--- config.mk ---
export PLATFORM = sky130hd
export DESIGN_NAME = dispatch_nw
export DESIGN_NICKNAME = d
export VERILOG_FILES = /design/src/rtl/dispatch_nw_pkg.sv /design/src/rtl/dispatch_scoreboard.sv /design/src/rtl/dispatch_nw.sv
export SDC_FILE = /design/constraint.sdc
export NUM_CORES = 1
export LEC_CHECK = 0
export BUFFER_PORTS_ARGS = -buffer_cell sky130_fd_sc_hd__clkbuf_2
export CORE_AREA = 2 2 304 306
export DETAILED_ROUTE_END_ITERATION = 10
export DIE_AREA = 0 0 306 308
export SYNTH_ARGS = -nofsm -noshare
export SYNTH_HDL_FRONTEND = slang
export SYNTH_SLANG_ARGS = --single-unit
export TNS_END_PERCENT = 20
--- constraint.sdc ---
create_clock -name clk -period 7.4 [get_ports clk]
set_input_delay 0.74 -clock clk [delete_from_list [all_inputs] [get_ports clk]]
set_output_delay 0.74 -clock clk [all_outputs]
set_load 0.02 [all_outputs]
--- src/rtl/dispatch_nw_pkg.sv ---
// dispatch_nw_pkg: shared sizes, FU ids and the instruction/RS/ROB/regfile record types
package dispatch_nw_pkg;
  localparam int WIDTH = 2;
  localparam int ROB_DEPTH = 16;
  localparam int NUM_PREGS = 64;
  localparam int NUM_ALU = 2;
  localparam int NUM_CDB = 2;
  localparam int RS_SIZE = 8;
  localparam int RW = $clog2(ROB_DEPTH);
  localparam int PW = $clog2(NUM_PREGS);
  localparam int FW = $clog2(NUM_ALU + 1);
  localparam int SW = $clog2(RS_SIZE) + 1;
  localparam logic [FW-1:0] FU_MEM = FW'(NUM_ALU);
  typedef struct packed {
    logic RegWrite, ALUSrc, MemRead, MemWrite, MemtoReg;
    logic [3:0] ALUOp;
  } control_t;
  typedef struct packed {
    control_t control;
    logic [PW-1:0] rs1, rs2, rd;
    logic [31:0] imm;
  } dispatchStruct;
  typedef struct packed {
    logic RegWrite;
    logic [PW-1:0] addr;
    logic [31:0] data;
  } regReqStruct;
  typedef struct packed {
    logic [31:0] data;
  } regRespStruct;
  typedef struct packed {
    logic valid;
    control_t control;
    logic [PW-1:0] rd, rs1, rs2;
    logic src1rdy, src2rdy;
    logic [31:0] src1val, src2val, imm;
    logic [RW-1:0] robNum;
    logic [FW-1:0] fu;
  } rsEntry;
  typedef struct packed {
    logic valid;
    logic [RW-1:0] robNum;
    logic [PW-1:0] rd;
    logic RegWrite, MemWrite;
  } robDispatchEntry;
  function automatic logic is_mem(control_t c);
    return c.MemRead | c.MemWrite | c.MemtoReg;
  endfunction
endpackage

--- src/rtl/dispatch_scoreboard.sv ---
// dispatch_scoreboard: physical-register ready bits; cdb set_* sets, dispatch clr_* clears (clear wins), flush/reset -> all ready, rdy[0] fixed 1
module dispatch_scoreboard
  import dispatch_nw_pkg::*;
(
  input  logic clk,
  input  logic reset,
  input  logic flush,
  input  logic [NUM_CDB-1:0] set_valid,
  input  logic [NUM_CDB-1:0][PW-1:0] set_preg,
  input  logic [WIDTH-1:0] clr_valid,
  input  logic [WIDTH-1:0][PW-1:0] clr_preg,
  output logic [NUM_PREGS-1:0] rdy
);
  logic [NUM_PREGS-1:0] rdy_q, rdy_d;
  always_comb begin
    rdy_d = rdy_q;
    for (int c = 0; c < NUM_CDB; c++) if (set_valid[c]) rdy_d[set_preg[c]] = 1'b1;
    for (int w = 0; w < WIDTH; w++) if (clr_valid[w]) rdy_d[clr_preg[w]] = 1'b0;
    rdy_d[0] = 1'b1;
    if (flush) rdy_d = '1;
  end
  always_ff @(posedge clk) begin
    if (reset) rdy_q <= '1;
    else rdy_q <= rdy_d;
  end
  assign rdy = rdy_q;
endmodule

--- src/rtl/dispatch_nw.sv ---
// dispatch_nw: N-wide all-or-nothing dispatch (in_valid/in_inst/in_ready, rs_free/rob_free, cdb wakeup, flush) to registered rs_line/rob_dispatch, regfile reads and phy_reg_rdy
module dispatch_nw
  import dispatch_nw_pkg::*;
(
  input  logic clk,
  input  logic reset,
  input  logic [WIDTH-1:0] in_valid,
  input  dispatchStruct [WIDTH-1:0] in_inst,
  output logic in_ready,
  input  logic [SW-1:0] rs_free,
  input  logic [RW:0] rob_free,
  input  logic [NUM_CDB-1:0] cdb_valid,
  input  logic [NUM_CDB-1:0][PW-1:0] cdb_preg,
  input  logic flush,
  input  logic [RW-1:0] flush_rob_ptr,
  output regReqStruct [2*WIDTH-1:0] reg_request,
  input  regRespStruct [2*WIDTH-1:0] reg_response,
  output rsEntry [WIDTH-1:0] rs_line,
  output robDispatchEntry [WIDTH-1:0] rob_dispatch,
  output logic [NUM_PREGS-1:0] phy_reg_rdy
);
  localparam int CW = $clog2(WIDTH + 1);
  logic [WIDTH:0][CW-1:0] pre, apre;
  logic [RW-1:0] rob_tail_q, rob_tail_d;
  logic [FW-1:0] rr_ptr_q, rr_ptr_d;
  logic fire;
  logic [WIDTH-1:0] clr_valid, s1, s2;
  logic [WIDTH-1:0][PW-1:0] clr_preg;
  rsEntry [WIDTH-1:0] rs_d, rs_q;
  robDispatchEntry [WIDTH-1:0] rob_d, rob_q;
  assign pre[0] = '0;
  assign apre[0] = '0;
  for (genvar i = 0; i < WIDTH; i++) begin : g_lane
    assign pre[i+1] = pre[i] + CW'(in_valid[i]);
    assign apre[i+1] = apre[i] + CW'(in_valid[i] && !is_mem(in_inst[i].control));
  end
  assign fire = pre[WIDTH] != '0 && rob_free >= (RW+1)'(pre[WIDTH]) && rs_free >= SW'(pre[WIDTH]) && !flush;
  assign in_ready = fire || (pre[WIDTH] == '0 && !flush);
  always_comb begin
    rs_d = '0;
    rob_d = '0;
    reg_request = '0;
    clr_valid = '0;
    clr_preg = '0;
    s1 = '0;
    s2 = '0;
    for (int i = 0; i < WIDTH; i++) begin
      if (in_valid[i]) begin
        reg_request[2*i].addr = in_inst[i].rs1;
        reg_request[2*i+1].addr = in_inst[i].rs2;
        s1[i] = phy_reg_rdy[in_inst[i].rs1] || in_inst[i].rs1 == '0;
        s2[i] = phy_reg_rdy[in_inst[i].rs2] || in_inst[i].rs2 == '0;
        for (int c = 0; c < NUM_CDB; c++) begin
          if (cdb_valid[c] && cdb_preg[c] == in_inst[i].rs1) s1[i] = 1'b1;
          if (cdb_valid[c] && cdb_preg[c] == in_inst[i].rs2) s2[i] = 1'b1;
        end
        for (int j = 0; j < i; j++) begin
          if (in_valid[j] && in_inst[j].control.RegWrite && in_inst[j].rd != '0) begin
            if (in_inst[j].rd == in_inst[i].rs1) s1[i] = 1'b0;
            if (in_inst[j].rd == in_inst[i].rs2) s2[i] = 1'b0;
          end
        end
        rs_d[i].valid = 1'b1;
        rs_d[i].control = in_inst[i].control;
        rs_d[i].rd = in_inst[i].rd;
        rs_d[i].rs1 = in_inst[i].rs1;
        rs_d[i].rs2 = in_inst[i].rs2;
        rs_d[i].src1rdy = s1[i];
        rs_d[i].src2rdy = s2[i] || in_inst[i].control.ALUSrc;
        rs_d[i].src1val = reg_response[2*i].data;
        rs_d[i].src2val = reg_response[2*i+1].data;
        rs_d[i].imm = in_inst[i].imm;
        rs_d[i].robNum = rob_tail_q + RW'(pre[i]);
        rs_d[i].fu = is_mem(in_inst[i].control) ? FU_MEM : FW'((int'(rr_ptr_q) + int'(apre[i])) % NUM_ALU);
        rob_d[i].valid = 1'b1;
        rob_d[i].robNum = rob_tail_q + RW'(pre[i]);
        rob_d[i].rd = in_inst[i].rd;
        rob_d[i].RegWrite = in_inst[i].control.RegWrite;
        rob_d[i].MemWrite = in_inst[i].control.MemWrite;
        clr_valid[i] = fire && in_inst[i].control.RegWrite && !in_inst[i].control.MemWrite && in_inst[i].rd != '0;
        clr_preg[i] = in_inst[i].rd;
      end
    end
    if (!fire) begin
      rs_d = '0;
      rob_d = '0;
    end
  end
  assign rob_tail_d = flush ? flush_rob_ptr : fire ? rob_tail_q + RW'(pre[WIDTH]) : rob_tail_q;
  assign rr_ptr_d = flush ? '0 : fire ? FW'((int'(rr_ptr_q) + int'(apre[WIDTH])) % NUM_ALU) : rr_ptr_q;
  always_ff @(posedge clk) begin
    if (reset) begin
      rob_tail_q <= '0;
      rr_ptr_q <= '0;
      rs_q <= '0;
      rob_q <= '0;
    end else begin
      rob_tail_q <= rob_tail_d;
      rr_ptr_q <= rr_ptr_d;
      rs_q <= rs_d;
      rob_q <= rob_d;
    end
  end
  assign rs_line = rs_q;
  assign rob_dispatch = rob_q;
  dispatch_scoreboard u_sb (
    .clk(clk),
    .reset(reset),
    .flush(flush),
    .set_valid(cdb_valid),
    .set_preg(cdb_preg),
    .clr_valid(clr_valid),
    .clr_preg(clr_preg),
    .rdy(phy_reg_rdy)
  );
endmodule

==> metrics.txt <==
outcome=completed; hpwl dp=71.9 mm; Layout area overhead=32.2%; asr flop ratio synth=0; Met1 Routed Length=35.2 mm; Vias/cell=4.54; Antenna Nets Post-Route=0; leakage power=0.00971 uW; Hold Path Stages=2; vias in the first global route=13,900; cells resized by post-CTS repair=0; largest net degree at the start of global routing=248; wire length per cell=27.5 um; Post-synth EDFFs=0; row cnt=111; CP required=6660 ps; crit path time final=4300 ps; Pint=3270 uW; RR Startpoint=u_sb.rdy[43]$_SDFF_PP1_; initial antenna violation count=16; CTS tree=done; total setup buffers inserted after CTS=0; placer congestion estimate=0.938; total CTS buffers=41; top cell type by total area after synthesis=dfxtp_1; CTS Hold Bufs=0; grt ovf=0; pwr/cell area=224 nW/um2; first-pass GRT wire length=123 mm; Synth warnings=0; post-synthesis cell type count=59; adder-cell area share of the yosys netlist=0.00934; Synth Area in Simple Gates=0.207; f_max=233 MHz; CTS clk-pin slew, worst paths=60 ps; Post-Route Setup TNS=0 ps; final hold violation count=0; net switching power=1330 uW; clk sink count=332; DRT iter0 DRCs=1,673; critical-path maximum fanout=53; Max Used Layer=met5; max-cap violations=0; Final #Nets=2,452; largest family of logic cells by synthesized area=simple AND/OR/NAND/NOR gates; multi-input logic area=7530 um2; Worst Setup End Kind=output port; CP Launch Type=input pin; Root Driver=clkbuf_16; hold path startpoint=reg_response[7]; Syn Inst Count=1,629; worst setup path start=in_valid[0]; routed wl met2=44.8 mm; top cells by area, synth=dfxtp_1, and3_1, buf_4; clock network fraction of total power=0.472; fill count=9,990; sequential share of power=0.400; DR WL met3=9.56 mm; Synth Area in XOR/XNOR=0.0378; I/O pin cnt=789; Compound-Gate Fraction of Synth Area=0.0965; Post-Route WL=92.8 mm; PortBufs=655; Final Skew=16.3 ps; peak supply drop=0.115 mV; chip width=306 um; RSZ-0062 raised after global routing=false; core area=91,000 um2; most frequent cells in the layout=clkbuf_2, dfxtp_1, and3_1, conb_1, o22ai_1; Seq/Total Area, Yosys=0.428; CTS HTree Levels=2; logic gate share of total power=0.127; average cell area after synthesis=9.54 um2; Synth Cell Area=15,500 um2; Slew Limit Headroom=0.233; CP peak stage delay=620 ps; Clock Latency Late Sink=580 ps; total number of vias=15,300; total track usage=0.187; Pre-antenna DRT Iters=5; transition time of the tightest slew-check pin=1150 ps; CP arrival=3560 ps; max-slew violations=0; Primary FF master, synth=dfxtp_1; # setup viols final=0; slowest CP cell=a2111oi_4; CTS max path bufs=3; CP cell instances=buf_4, inv_1, ha_1, ha_1, nand2b_1, a2111oi_4, nor3_1, nor2_1, nor2_1, clkbuf_2; kind of critical path=input pin to output port; DIE HEIGHT=308 um; worst r2r path cells=6; synthesis-stage register bit count=332; Initial Util=0.171; leading cell type in the layout, fill and taps excluded=clkbuf_2; sw frac=0.289; Die ar.=94,200 um2; layout cell share with drive strength beyond 1=0.368; Final Core Density=0.226; post-synth top area share=0.428; post-synthesis mux area share=0.100; final worst-path cycle share=0.581; Reg area=6650 um2; worst hold path type=input pin to flop; post-route DRC violation count=0
cell families after synthesis:
kind of cell | after synthesis
flip-flops | 332
adder cells (fa/ha/maj) | 11
buffers and inverters | 328
AND/OR/NAND/NOR | 569
AO/OA/AOI/OAI | 234
multiplexers | 86
other | 2
XOR/XNOR | 67
synthesized netlist by cell type, drive strengths merged (24+ instances only):
library cell and number:
clkbuf 109, nand3 24, inv 26, and3 250
xnor2 33, nor3 24, buf 193, and2 28
nor2 91, nand4 27, o21ai 59, dfxtp 332
nand2 40, o22ai 114, mux4 54, xor2 34
stage by stage:
step | setup slack [ps] | instances | power [uW] | hold slack, ps | area [um2]
2_1_floorplan | 3950 | 1760 | 2270 | 493 | 16000
3_3_place_gp | 2840 | 3306 | 2460 | 523 | 19100
3_5_place_dp | 2790 | 3306 | 2460 | 528 | 19100
4_1_cts | 3020 | 3377 | 4650 | 323 | 20500
5_1_grt | 2830 | 3377 | 4750 | 343 | 20500
6_report | 3100 | 3380 | 4600 | 377 | 20500
power groups by stage:
stage	combinational (uW)	sequential, uW	clock (uW)
3_5_place_dp	582	1880	0
3_3_place_gp	583	1880	0
4_1_cts	584	1840	2220
6_report	585	1840	2170
2_1_floorplan	350	1920	0
5_1_grt	620	1840	2280
registers in the layout, summed over array words and instances, names as in the netlist:
name          flops
rob_dispatch     24
rs_line         240
rr_ptr_q          1
rob_tail_q        4
u_sb.rdy         63
final timing paths:
kind / endpoint / slack [ps]
worst min-delay path: rs_line[77]$_SDFF_PP0_ / 380
worst max-delay path: in_ready / 3100
worst min register to register: rob_dispatch[11]$_SDFF_PP0_ / 550
worst max register to register: rs_line[235]$_SDFF_PP0_ / 5120
worst max-delay path: cells and delay by family:
| kind | cells | cell delay [ps] |
|---|---|---|
| AO/OA/AOI/OAI | 1 | 620 |
| adder cells (fa/ha/maj) | 2 | 720 |
| buffers and inverters | 3 | 810 |
| AND/OR/NAND/NOR | 4 | 630 |
area by class of cell:
| cell class | instances | share of cell area |
|---|---|---|
| multi-input combinational | 1100 | 0.366 |
| sequential | 332 | 0.323 |
| timing repair buffer | 662 | 0.163 |
| tap | 1186 | 0.0722 |
| clock buffer | 54 | 0.0572 |
| clock inverter | 17 | 0.0126 |
| inverter | 26 | 0.00475 |
| antenna | 3 | 0.000365 |
layer usage:
metal | vias to the layer above | GRT usage
met5 | - | 0
met1 | 7464 | 0.219
met4 | 18 | 0.0605
met2 | 1064 | 0.322
met3 | 170 | 0.0607
li1 | 6628 | -
(Power assumes the default switching activity.)
